**src/rtl/gpr_pkg.sv**
```systemverilog
// Shared types and defaults for the 2-read/1-write register file.
// Build option: GPR_FILE_BYPASS_EN (same-cycle write-to-read forwarding).
package gpr_pkg;

  localparam int GPR_DATA_W     = 16;
  localparam int GPR_ADDR_W     = 3;
  // Widest data bus the response struct can carry; DATA_W must not exceed it.
  localparam int GPR_DATA_W_MAX = 64;

  typedef enum logic {
    ST_IDLE  = 1'b0,
    ST_CLEAR = 1'b1
  } gpr_state_e;

  // Registered read response of one port; data is zero-extended to the max width.
  typedef struct packed {
    logic                      rvalid;
    logic [GPR_DATA_W_MAX-1:0] data;
  } gpr_rsp_t;

endpackage

```
**src/rtl/gpr_rd_port.sv**
```systemverilog
// One read port: request acceptance, optional write bypass, response register.
// Build option: GPR_FILE_BYPASS_EN forwards a same-cycle write to the same address.
module gpr_rd_port
  import gpr_pkg::*;
#(
  parameter int DATA_W = GPR_DATA_W,
  parameter int ADDR_W = GPR_ADDR_W
) (
  input  logic              clk,
  input  logic              rst_n,
  input  logic              accept_en,
  input  logic              valid,
  input  logic [ADDR_W-1:0] addr,
  input  logic [DATA_W-1:0] regs [2**ADDR_W],
  input  logic              wr_fire,
  input  logic [ADDR_W-1:0] wr_addr,
  input  logic [DATA_W-1:0] wr_data,
  output logic              ready,
  output logic              rvalid,
  output logic [DATA_W-1:0] data
);

  logic              fire;
  logic [DATA_W-1:0] rd_val;
  gpr_rsp_t          rsp_q;

  assign ready = accept_en;
  assign fire  = valid && accept_en;

`ifdef GPR_FILE_BYPASS_EN
  // Forward the write data when the accepted read hits the address being written.
  always_comb begin
    rd_val = regs[addr];
    if (wr_fire && (wr_addr == addr)) rd_val = wr_data;
  end
`else
  assign rd_val = regs[addr];
  logic unused_wr;
  assign unused_wr = ^{wr_fire, wr_addr, wr_data};
`endif

  // Response register: rvalid pulses once per accepted request, data holds otherwise.
  always_ff @(posedge clk or negedge rst_n) begin
    if (!rst_n) begin
      rsp_q <= '0;
    end else begin
      rsp_q.rvalid <= fire;
      if (fire) rsp_q.data <= GPR_DATA_W_MAX'(rd_val);
    end
  end

  assign rvalid = rsp_q.rvalid;
  assign data   = rsp_q.data[DATA_W-1:0];

  logic unused_rsp;
  assign unused_rsp = ^rsp_q.data;

endmodule

```
**src/rtl/gpr_file_2r1w.sv**
```systemverilog
// General-purpose register file: two registered read ports, one write port,
// and a sequential clear that zeroes one entry per cycle.
// Build option: GPR_FILE_BYPASS_EN (read returns same-cycle write data).
//
// Read handshake: a request transfers on a rising edge where valid and ready
// are both high; the response (rvalid pulse + data) appears in the following
// cycle. ready is high whenever no clear is running, so there is no back-pressure
// in ST_IDLE and every request is refused during ST_CLEAR.
module gpr_file_2r1w
  import gpr_pkg::*;
#(
  parameter int DATA_W = GPR_DATA_W,
  parameter int ADDR_W = GPR_ADDR_W
) (
  input  logic              clk,
  input  logic              rst_n,
  input  logic              wr_en,
  input  logic [ADDR_W-1:0] wr_addr,
  input  logic [DATA_W-1:0] wr_data,
  input  logic              rda_valid,
  input  logic [ADDR_W-1:0] rda_addr,
  output logic              rda_ready,
  output logic              rda_rvalid,
  output logic [DATA_W-1:0] rda_data,
  input  logic              rdb_valid,
  input  logic [ADDR_W-1:0] rdb_addr,
  output logic              rdb_ready,
  output logic              rdb_rvalid,
  output logic [DATA_W-1:0] rdb_data,
  input  logic              clr_req,
  output logic              busy,
  output gpr_state_e        fsm_state
);

  localparam int DEPTH = 2**ADDR_W;
  localparam logic [ADDR_W:0] CLR_LAST = (ADDR_W+1)'(DEPTH - 1);

  gpr_state_e        state, state_nxt;
  logic [ADDR_W:0]   clr_cnt, clr_cnt_nxt;
  logic [DATA_W-1:0] regs [DEPTH];
  logic              idle;
  logic              wr_fire;

  assign idle      = (state == ST_IDLE);
  assign wr_fire   = wr_en && idle;
  assign busy      = (state == ST_CLEAR);
  assign fsm_state = state;

  // State and clear-counter registers.
  always_ff @(posedge clk or negedge rst_n) begin
    if (!rst_n) begin
      state   <= ST_IDLE;
      clr_cnt <= '0;
    end else begin
      state   <= state_nxt;
      clr_cnt <= clr_cnt_nxt;
    end
  end

  // Next state: start a clear from idle, leave after the last entry is zeroed.
  always_comb begin
    state_nxt   = state;
    clr_cnt_nxt = clr_cnt;
    case (state)
      ST_IDLE: begin
        if (clr_req) begin
          state_nxt   = ST_CLEAR;
          clr_cnt_nxt = '0;
        end
      end
      ST_CLEAR: begin
        if (clr_cnt == CLR_LAST) begin
          state_nxt   = ST_IDLE;
          clr_cnt_nxt = '0;
        end else begin
          clr_cnt_nxt = clr_cnt + 1'b1;
        end
      end
      default: begin
        state_nxt   = ST_IDLE;
        clr_cnt_nxt = '0;
      end
    endcase
  end

  // Storage: clear has priority; writes only land while idle.
  always_ff @(posedge clk or negedge rst_n) begin
    if (!rst_n) begin
      for (int i = 0; i < DEPTH; i++) regs[i] <= '0;
    end else if (state == ST_CLEAR) begin
      regs[clr_cnt[ADDR_W-1:0]] <= '0;
    end else if (wr_fire) begin
      regs[wr_addr] <= wr_data;
    end
  end

  gpr_rd_port #(.DATA_W(DATA_W), .ADDR_W(ADDR_W)) u_port_a (
    .clk       (clk),
    .rst_n     (rst_n),
    .accept_en (idle),
    .valid     (rda_valid),
    .addr      (rda_addr),
    .regs      (regs),
    .wr_fire   (wr_fire),
    .wr_addr   (wr_addr),
    .wr_data   (wr_data),
    .ready     (rda_ready),
    .rvalid    (rda_rvalid),
    .data      (rda_data)
  );

  gpr_rd_port #(.DATA_W(DATA_W), .ADDR_W(ADDR_W)) u_port_b (
    .clk       (clk),
    .rst_n     (rst_n),
    .accept_en (idle),
    .valid     (rdb_valid),
    .addr      (rdb_addr),
    .regs      (regs),
    .wr_fire   (wr_fire),
    .wr_addr   (wr_addr),
    .wr_data   (wr_data),
    .ready     (rdb_ready),
    .rvalid    (rdb_rvalid),
    .data      (rdb_data)
  );

endmodule
```
**config.mk**
```make
export PLATFORM = sky130hd
export DESIGN_NAME = gpr_file_2r1w
export DESIGN_NICKNAME = d
export VERILOG_FILES = /design/src/rtl/gpr_pkg.sv /design/src/rtl/gpr_rd_port.sv /design/src/rtl/gpr_file_2r1w.sv
export SDC_FILE = /design/constraint.sdc
export NUM_CORES = 1
export LEC_CHECK = 0
export ABC_AREA = 1
export BUFFER_PORTS_ARGS = -buffer_cell sky130_fd_sc_hd__buf_2
export CORE_ASPECT_RATIO = 1.75
export CORE_MARGIN = 1.5
export CORE_UTILIZATION = 40
export CTS_CLUSTER_SIZE = 24
export DETAILED_ROUTE_END_ITERATION = 16
export PLACE_DENSITY = 0.56
export RECOVER_POWER = 50
export SLEW_MARGIN = 20
export SYNTH_ARGS = -nofsm -noshare
export SYNTH_HDL_FRONTEND = slang
export SYNTH_SLANG_ARGS = --single-unit
```
**constraint.sdc**
```tcl
create_clock -name clk -period 1.5 [get_ports clk]
set_input_delay 0.3 -clock clk [delete_from_list [all_inputs] [get_ports clk]]
set_output_delay 0.3 -clock clk [all_outputs]
set_load 0.01 [all_outputs]
```
==> summary.md <==
| Metric | Value |
|---|---|
| Status | finished clean |
| RSZ-0062 raised after global routing | yes |
| Fmax | 0.670 GHz |
| Slew headroom | 57.4% |
| P&R area growth vs syn | 19.1% |
| Fin area | around 11000 sq um |
| Final setup viols | 0 |
| Vias in the first global route | around 8500 |
| Mapped Nets | 1160 |
| Cells after Synth | between 1000 and 1500 |
| FILL cells | 2185 |
| Seq. cell area | between 4000 and 5000 sq um |
| Core Util, Final | 48.3% |
| Clk Latency, worst-skew pair | 440 ps |
| Final period utilization | 99.5% |
| PD cells | 1600 nW/um^2 |
| Root buffer cell | clkbuf_16 |
| DRT antenna net count | 0 |
| Hold WC Path Type | input port to flop |
| Detailed Route Iter0 Violations | ~530 |
| Placer congestion estimate | 0.847 |
| Final nets | roughly 1200 |
| Flop-to-flop setup slack | roughly 70 ps |
| Global-route wire length before repair | between 40000 and 50000 um |
| DR vias | 8379 |
| Die area | 23300 sq um |
| FF-to-FF Start | busy$_DFF_PN0_ |
| DRT Wirelength | 32200 um |
| Post-layout min period | between 1000 and 1500 ps |
| Diode count | 0 |
| Crit start category | flop |
| Initial antenna violation count | 0 |
| Final Hold Viols | 0 |
| Core area | around 22000 sq um |
| Post-synthesis sequential area ratio | 46.7% |
| Vias/cell | 5.51 |
| Layout cells sized above 1 | around a fifth |
| # DRC | 0 |
| WL/cell | 21.2 um |
| Ys Warns | 0 |
| Max Cap Viol | 0 |
| Pin count of the biggest net entering global routing | 47 |
| Starting Density | 40.5% |
| Crit path required time | 1200 ps |
| DRT Pass-1 Iters | 8 |
| Fin Clk Skew | 8.74 ps |
| Syn Std Cell Area | 8950 sq um |
| Die width | 116 um |
| # rows | 72 |
| Multi-input logic area | 3760 sq um |
| Worst Hold Depth | 3 |
| Leak | 5.66 nW |
| Tot Pwr | 17.0 mW |
| Clock buffer count from CTS | 17 |
| Post-Syn Area per Cell | between 7 and 8 sq um |
| Post-route setup slack | 7.02 ps |
| FF+latch count, synth | 167 |
| Post-DP HPWL | 21300 um |
| Min Hold Slack | between 70 and 80 ps |
| Crit Path Max Fanout | 5 |
| H-tree levels | 4 |
| Setup CP Type | flop to output pin |
| Netlist cell types | 25 |
| R2R Path End | regs[127]$_DFFE_PN0P_ |
| VDD IR max | 0.00114 V |
| Slew @ Worst Pin | around 640 ps |
| HP Start | clr_req |
| Slew Limit Fails | 0 |
| Total grt overflow | 0 |
| Max Root-Sink Buffers | 2 |
| Clock transition at the registers of the reported paths | around 70 ps |
| Sum of negative setup slack | 0 ps |
| Cell Count, Final, Fillers Out | approximately 1500 |
| Placed inst area | 10000 sq um |
| Worst reg-to-reg path cell count | 7 |
| Die H | between 200 and 250 um |
| Buffers on Ports | 68 |
| Cells after DPL | 1484 |
| Hold Path End | busy$_DFF_PN0_ |
| CTS tree | built |
| Top Ports | a little under 70 |
| Gr usage total | 29.2% |
| Critical path endpoint category | output pin |
| Worst EP arrival | 1190 ps |
| Post-Place Worst Slack | 39.0 ps |
| Sink Count | approximately 170 |
worst max-delay path, stage by stage (launching register included):
cell	delay, ps
dfrtp_1	390
inv_2	100
buf_12	130
buf_2	130
power by group:
part           switching, mW  internal, mW
Combinational           3.71          2.21
Clock                   1.90          2.75
Sequential             0.629          5.82
Total                   6.24          10.8
flip-flops by register name, summed over array words and instances, names as in the netlist:
| signal | count |
|---|---|
| u_port_b.data | 16 |
| u_port_b.rvalid | 1 |
| clr_cnt | 4 |
| u_port_a.data | 16 |
| busy | 1 |
| u_port_a.rvalid | 1 |
| regs | 128 |
worst max path at each step:
stage	endpoint	from	cells after the start
after global placement	u_port_a.data[9]$_DFFE_PN0P_	rda_addr[0]	8
final	rda_ready	busy$_DFF_PN0_	3
after global routing	rda_ready	busy$_DFF_PN0_	3
after floorplan	regs[10]$_DFFE_PN0P_	busy$_DFF_PN0_	6
after CTS	rda_ready	busy$_DFF_PN0_	3
after detailed placement	u_port_a.data[9]$_DFFE_PN0P_	rda_addr[0]	8
what timing repair did:
| action | 4_1_cts | 5_1_grt |
|---|---|---|
| setup endpoints to repair | 2 | 13 |
| gates resized for setup | 0 | 4 |
| buffers inserted | 2 | 1 |
| endpoints found under the hold margin | 31 | 0 |
| hold buffers | 1 | 0 |
cells by family after synthesis:
group	Yosys count	synth area share [%]
buf+inv	234	11.4
flops	167	46.7
fa+ha+maj	1	0.140
compound gates	134	11.4
simple gates	592	30.3
Yosys cell counts:
| cell | number | area share [%] |
|---|---|---|
| a21oi_1 | 2 | 0.11 |
| buf_2 | 29 | 1.6 |
| buf_4 | 8 | 0.67 |
| buf_6 | 10 | 1.3 |
| clkbuf_1 | 24 | 1.0 |
| dfrtp_1 | 167 | 47 |
| ha_1 | 1 | 0.14 |
| inv_1 | 155 | 6.5 |
| inv_2 | 8 | 0.34 |
| nand2_1 | 334 | 14 |
| nand2_2 | 7 | 0.49 |
| nand2_4 | 9 | 1.1 |
| nand3_1 | 224 | 13 |
| nand3_2 | 1 | 0.11 |
| nand4_4 | 4 | 0.95 |
| nor2_1 | 7 | 0.29 |
| nor2_2 | 1 | 0.070 |
| nor2_4 | 2 | 0.25 |
| nor2_8 | 2 | 0.45 |
| nor3_1 | 1 | 0.056 |
| o21ai_0 | 1 | 0.056 |
| o21ai_1 | 1 | 0.056 |
| o22a_1 | 1 | 0.098 |
| o22ai_1 | 99 | 6.9 |
| o22ai_2 | 30 | 4.2 |
routing by layer:
layer  up-vias  track usage (%)  wire, um
met5         -                0         0
met2       353             48.9     16300
met4         0             18.5      2170
met1      4087             34.5     11900
met3        98             4.23      1800
li1       3841                -         -
layout make-up:
type	count	share of cell area [%]
clock buffers	20	4.38
well taps	296	3.47
repair buffers	135	10.6
multi-input cells	727	35.2
flip-flops and latches	167	39.2
inverters	163	5.74
clock inverters	12	1.40
layout by cell type, fill, tap and decap left out, types with 4 or more instances in the layout:
cell type,n
nand2_1,334
nand3_1,223
dfrtp_1,165
inv_1,155
o22ai_1,99
buf_2,67
buf_4,34
o22ai_2,30
buf_12,23
clkbuf_16,17
nand2_4,9
inv_2,8
nor2_1,7
nand2_2,7
clkinv_2,5
nand4_4,4
No activity file was read; power rests on OpenSTA's default activity.
